===== src/rtl/prog_tick_timer.sv =====
// -----------------------------------------------------------------------------
// prog_tick_timer
//   Programmable tick timer with a prescaler. After an accepted start, the
//   timer counts `period` prescaled steps (one step every prescale+1 clocks)
//   and emits a one-cycle tick when the period expires. In periodic mode it
//   reloads and keeps running; in one-shot mode it returns to IDLE.
//
// Ports
//   clk       in   rising-edge system clock
//   resetN    in   asynchronous, active-low reset
//   start     in   load configuration and begin counting (one-cycle request)
//   stop      in   abort counting (one-cycle request, highest priority)
//   mode      in   0 = periodic, 1 = one-shot
//   period    in   N-bit number of prescaled steps per tick
//   prescale  in   P-bit divider, one step every prescale+1 clocks
//   tick      out  registered one-cycle pulse at each period expiry
//   busy      out  high while in RUN
//   count     out  remaining step count, 0 in IDLE
//   err       out  registered one-cycle pulse when start is rejected
// -----------------------------------------------------------------------------
module prog_tick_timer #(
  parameter int N = 16,
  parameter int P = 8
) (
  input  logic         clk,
  input  logic         resetN,
  input  logic         start,
  input  logic         stop,
  input  logic         mode,
  input  logic [N-1:0] period,
  input  logic [P-1:0] prescale,
  output logic         tick,
  output logic         busy,
  output logic [N-1:0] count,
  output logic         err
);

  typedef enum logic [0:0] {
    IDLE = 1'b0,
    RUN  = 1'b1
  } state_e;

  localparam logic [N-1:0] CNT_ZERO = {N{1'b0}};
  localparam logic [N-1:0] CNT_ONE  = {{(N-1){1'b0}}, 1'b1};
  localparam logic [P-1:0] PSC_ZERO = {P{1'b0}};
  localparam logic [P-1:0] PSC_ONE  = {{(P-1){1'b0}}, 1'b1};

  state_e       state_q,    state_d;
  logic [N-1:0] count_q,    count_d;
  logic [P-1:0] psc_q,      psc_d;
  logic [N-1:0] period_q,   period_d;
  logic [P-1:0] prescale_q, prescale_d;
  logic         mode_q,     mode_d;
  logic         tick_q,     tick_d;
  logic         err_q,      err_d;
  logic         start_ok;

  // Next-state logic: stop beats start, start beats expiry, then normal counting
  always_comb begin
    state_d    = state_q;
    count_d    = count_q;
    psc_d      = psc_q;
    period_d   = period_q;
    prescale_d = prescale_q;
    mode_d     = mode_q;
    tick_d     = 1'b0;
    err_d      = 1'b0;
    start_ok   = start & ~stop & (period != CNT_ZERO);

    if (stop) begin
      state_d = IDLE;
      count_d = CNT_ZERO;
      psc_d   = PSC_ZERO;
    end else if (start_ok) begin
      // Restart from the freshly sampled configuration; an expiry on this
      // same edge is deliberately dropped.
      state_d    = RUN;
      period_d   = period;
      prescale_d = prescale;
      mode_d     = mode;
      count_d    = period - CNT_ONE;
      psc_d      = prescale;
    end else begin
      // A start that reaches here had period == 0: flag it, keep running.
      if (start) begin
        err_d = 1'b1;
      end else begin
        err_d = 1'b0;
      end

      case (state_q)
        IDLE: begin
          count_d = CNT_ZERO;
          psc_d   = PSC_ZERO;
        end
        RUN: begin
          if (psc_q == PSC_ZERO) begin
            // Prescaler step
            psc_d = prescale_q;
            if (count_q == CNT_ZERO) begin
              tick_d = 1'b1;
              if (mode_q) begin
                state_d = IDLE;
                count_d = CNT_ZERO;
                psc_d   = PSC_ZERO;
              end else begin
                // period_q is never 0 once latched, so this cannot wrap
                count_d = period_q - CNT_ONE;
              end
            end else begin
              count_d = count_q - CNT_ONE;
            end
          end else begin
            psc_d = psc_q - PSC_ONE;
          end
        end
        default: begin
          state_d = IDLE;
          count_d = CNT_ZERO;
          psc_d   = PSC_ZERO;
        end
      endcase
    end
  end

  // State and datapath registers with asynchronous reset
  always_ff @(posedge clk or negedge resetN) begin
    if (!resetN) begin
      state_q    <= IDLE;
      count_q    <= CNT_ZERO;
      psc_q      <= PSC_ZERO;
      period_q   <= CNT_ZERO;
      prescale_q <= PSC_ZERO;
      mode_q     <= 1'b0;
      tick_q     <= 1'b0;
      err_q      <= 1'b0;
    end else begin
      state_q    <= state_d;
      count_q    <= count_d;
      psc_q      <= psc_d;
      period_q   <= period_d;
      prescale_q <= prescale_d;
      mode_q     <= mode_d;
      tick_q     <= tick_d;
      err_q      <= err_d;
    end
  end

  assign tick  = tick_q;
  assign busy  = (state_q == RUN);
  assign count = count_q;
  assign err   = err_q;

endmodule


===== config.mk =====
export PLATFORM = sky130hd
export DESIGN_NAME = prog_tick_timer
export DESIGN_NICKNAME = d
export VERILOG_FILES = /design/src/rtl/prog_tick_timer.sv
export SDC_FILE = /design/constraint.sdc
export NUM_CORES = 1
export LEC_CHECK = 0
export CAP_MARGIN = 25
export CORE_AREA = 2 2 110 112
export DETAILED_ROUTE_END_ITERATION = 8
export DIE_AREA = 0 0 112 114
export PLACE_DENSITY = 0.5
export RECOVER_POWER = 100
export SLEW_MARGIN = 20
export SYNTH_ARGS = -nofsm -noshare
export SYNTH_HDL_FRONTEND = slang
export SYNTH_SLANG_ARGS = --single-unit

===== constraint.sdc =====
create_clock -name clk -period 2.6 [get_ports clk]
set_input_delay 0.39 -clock clk [delete_from_list [all_inputs] [get_ports clk]]
set_output_delay 0.39 -clock clk [all_outputs]
set_load 0.05 [all_outputs]

# Word-level counts from Yosys, hierarchy flattened
# Index checks and enable logic that the tools add are counted.
# Widths: inputs -> output; s select.
# word_totals
out_inout_bits	19
mem_bits_rw	0
mem_count	0
regBits	52
romBits	0
latchBits	0
wordCells	47
# classes
magnitude_cmp	0
div_mod_pow	0
n_reduce_logical	4
mul	0
shift	0
eq_ne	1
muxes	26
add_sub_neg	4
bitwise_logic	4
# op_table
cell	count
$mux 16	5
$sub 16x1->16 const B	3
$mux 8	5
$pmux 16 s2	1
$logic_not 16->1	1
$pmux 8 s2	1
$reduce_bool 16->1	1
$mux 1	14
$logic_not 8->1	1
$sub 8x1->8 const B	1
$ne 4x2->1 const B	1
$and 1x1->1	2
$not 1->1	2
$reduce_and 2->1	1

# Longest topological paths before layout
# depth
depth_word	7
depth_mapped	9
mapped_depth_nobuf	8

# Worst setup path before layout
# OpenSTA, ideal clock, no wires.
# synth_path
path_type	reg-to-reg
from	register count_q[0] (netlist: count[0])
to	register psc_q[0]
required_time_ps	2477
setup_ps	123
path_buffers	0
arrival_ps	2113
path_stages_with_launch	9
slack_ps	364
cell_sequence	dfrtp_1 > inv_1 > ha_1 > nor4b_2 > nand4_4 > or2_4 > o21ai_1 > nand2b_2 > o21ai_1
# synth_via
elab_chain_len	6
# synth_rtl
item	line_no	text
start, declared	49	logic [N-1:0] count_q, count_d;
start signal, assigned	139	count_q <= count_d;
$logic_not 16->1	100	if (count_q == CNT_ZERO) begin
$mux 8	100	
$mux 8	97	if (psc_q == PSC_ZERO) begin
$pmux 8 s2	91	case (state_q)
$mux 8	74	end else if (start_ok) begin
$mux 8	70	if (stop) begin
named net psc_d[0]	50	logic [P-1:0] psc_q, psc_d;
end signal, assigned	140	psc_q <= psc_d;
end, declared	50	
# The timed path passes the listed nets, and every way through them passes these cells.
# A chain may end at the register's enable or synchronous reset.

# Final worst setup path
# layout_path
from	input period[2]
to	register count_q[15] (netlist: count[15])
# layout_via
elab_chain_len	4
elab_cells_between_ends	6
# layout_rtl
item	line_no	text
start, declared	30	input logic [N-1:0] period,
parallel branches: the longest is 4 deep, another holds $sub 16x1->16	-	
# Parallel ways; which one is timed is not known.

==> impl_metrics.csv <==
group,metric,value,unit
run_status,status,"finished, final reports clean",
cells_and_area,nNetsFinal,502,
synthesis,synthesis.nets,435,
global_route,antenna_found_initial,0,
timing,final.setup.tns,0,ps
timing,tightest_slew,1454,ps
synthesis,yosys_warnings,0,
global_route,grt_pass1_vias,3159,
critical_path,crit_path_start,"period[2]",
critical_path,worstPathMaxFanout,5,
critical_path,required,2760,ps
clocking,post_cts_resize_count,0,
clocking,htreeDepth,2,
run,maxCapViolations,0,
clocking,cts.root.buffer_cell,"clkbuf_16",
synthesis,synthFlopType,"dfrtp_1",
synthesis,synth_top_cell_by_area,"dfrtp_1",
detailed_routing,drtIter0Drc,188,
synthesis,synthTopCellsByArea,"dfrtp_1, nand2_1, xnor2_1",
floorplan,die_x,112,um
placed_design,dp_hpwl,7623,um
pwr,pwr-share-clk,0.257,
floorplan,coreArea,11710,sq um
clocking,cts_setup_buffers,0,
pwr,power.internal,1.559,mW
timing,maxSlewHeadroom,0.03093,
placed_design,io_buffers,47,
clocking,cts.sinks,52,
clocking,numCtsBuffers,5,
clocking,ctsHoldBuffers,0,
critical_path,r2r-end,"count[15]",
cells_and_area,area_growth,26.18,%
synthesis,synth.yosys.seq_area_share,0.3797,
detailed_routing,postRouteWirelength,9801,um
detailed_routing,first_pass_iters,4,
clocking,clk_pin_slew,70,ps
global_route,grt_max_degree,39,
critical_path,crit-reg2reg-launch,"psc_q[0]",
floorplan,die_h,114,um
timing,hold_viol,0,
global_route,track_usage,0.1613,
cells_and_area,antennaDiodeCount,0,
critical_path,crit_path_end_kind,"flip-flop",
timing,drv_slew,0,
critical_path,ff2ff_path_depth,8,
pwr,seqPwrFrac,0.415,
detailed_routing,wire_per_inst,16.04,um
critical_path,critPathLaunchType,"primary input",
hold_path,hold_path_class,"primary input to async pin",
timing,fin_crit_sh,0.8966,
timing,rsz0062_at_grt,"no",
critical_path,ff2ff_setup_slack,360,ps
detailed_routing,routed_via_density,5.008,
floorplan,rows,40,
synthesis,synthArstFlopShare,1.000,
pwr,leakage,1.883,nW
pwr,p_total,2.408,mW
clocking,clockBufferDepth,2,
cells_and_area,drive_gt1_frac,0.1099,
critical_path,endpoint,"count[15]",
global_route,grt-ovfl-total,0,
critical_path,path_class,"primary input to flip-flop",
synthesis,ys_types,61,
pwr,net-switching-power,0.8488,mW
pwr,switching_share,0.3525,
synthesis,syn-mean-instance-area,8.589,sq um
clocking,cts_tree,"yes",
detailed_routing,ant_nets,0,
timing,fin_crit,2331,ps
critical_path,cp.arrival,2500,ps
synthesis,ys_ff_latch,52,
timing,fmax,429.0,MHz
synthesis,syn_inst,399,
pwr,p_per_area,556.8,nW/um^2
detailed_routing,route.vias.total,3060,
pwr,p_comb_frac,0.328,
floorplan,initial_core_util,0.2926,
floorplan,pin_count,48,
timing,final.setup_skew,4.812,ps
pwr,ir_worst_vdd,0.2825,mV
synthesis,synth_top_area_frac,0.3797,
detailed_routing,drc_errors,0,
timing,setup_viol,0,
synthesis,netlist_area,3427,sq um
placed_design,gp_congestion,0.8574,
synthesis,synth_edf_count,0,
floorplan,die_area,12770,sq um
clocking,clk_latency,290,ps
global_route,grt_pass1_wl,16430,um
[through the flow]
| stage | instance area [sq um] | instances | setup slack (ps) | utilization | hold WS (ps) |
|---|---|---|---|---|---|
| final | 4324 | 611 | 268.8 | 0.3692 | 431.6 |
| after global routing | 4324 | 611 | 100.1 | 0.3692 | 504.9 |
| after CTS | 4348 | 611 | 322.7 | 0.3713 | 121.7 |
| after detailed placement | 4223 | 606 | 18.83 | 0.3606 | 430.1 |
| after global placement | 4223 | 606 | 56.64 | 0.3606 | 441.2 |
| after floorplan | 3427 | 399 | 364.0 | - | 94.41 |
[power by group through the flow]
stage	Sequential, mW	Clock, mW	Combinational [mW]
finish	1.00	0.619	0.789
global route	1.01	0.664	0.883
CTS	1.00	0.635	0.812
detailed placement	1.01	0	0.806
global placement	1.01	0	0.805
floorplan	1.06	0	0.469
[state kept, by name (all words and copies together) (netlist names)]
signal / cells
busy: 1
count: 16
err: 1
mode_q: 1
period_q: 16
prescale_q: 8
psc_q: 8
tick: 1
[placed cells by master, fill, tap and decap left out, types with 4 or more instances in the layout]
cell type	instances
nor2b_1	4
or3_1	4
o221ai_1	8
buf_4	20
nand2_1	99
xnor2_1	21
clkdlybuf4s50_1	27
o21ai_1	8
nand3_1	11
inv_1	10
clkbuf_1	4
nor2_1	20
dfrtp_1	52
and2_1	4
a21oi_1	21
nor3b_1	8
dlygate4sd3_1	19
xor2_1	13
clkbuf_16	5
o21ai_0	17
nor3_1	14
ha_1	7
[cell usage after synthesis (all sizes together), types with 2 or more instances]
library cell and n:
a21o 3, a21oi 21, a31oi 2, and2 4, and3 4, buf 8
clkbuf 5, dfrtp 52, ha 7, inv 10, nand2 100, nand3 11
nand3b 4, nand4 4, nor2 20, nor2b 4, nor3 17, nor3b 9
nor4 8, nor4b 3, o21a 2, o21ai 25, o221ai 8, o22ai 3
o31ai 4, or3 5, or4 5, xnor2 21, xor2 13
[critical path: stages]
cell	delay (ps)
clkdlybuf4s50_1	450
nor4_2	520
nor4b_1	340
buf_4	200
nand3_1	90
xnor2_1	190
a21oi_1	210
o31ai_2	100
[cell type report]
type                            count  area, sq um
Clock buffer                        5        125.1
Fill cell                        1252         7387
Inverter                           10        37.54
Multi-Input combinational cell    324         2021
Sequential cell                    52         1301
Tap cell                          147        183.9
Timing Repair Buffer               73        655.6
[cell families (layout without fill, tap and decap cells)]
family                   count (synthesis)  count (layout)  synth area share
adder cells (fa/ha/maj)                  7               7           0.02556
flip-flops                              52              52            0.3797
XOR/XNOR                                34              34           0.08689
AND/OR/NAND/NOR                        202             202            0.3271
multiplexers                             1               1          0.002921
buffers and inverters                   23              88           0.02884
AO/OA/AOI/OAI                           80              80            0.1490
[worst min path at each step]
stage	start	slack (ps)	cells after the start	endpoint
after floorplan	resetN	90	0	busy
after global placement	resetN	440	1	period_q[11]
after detailed placement	resetN	430	1	period_q[11]
after CTS	resetN	120	1	period_q[11]
after global routing	prescale_q[1]	500	2	prescale_q[1]
final	resetN	430	1	period_q[11]
[routing by layer]
layer / wire [um] / GRT usage / vias to the layer above
met4: 96 / 0.03821 / 0
met5: 0 / 0 / -
li1: - / - / 1544
met1: 4509 / 0.2133 / 1446
met3: 383 / 0.02444 / 7
met2: 4812 / 0.2800 / 63
(Power assumes the default switching activity.)
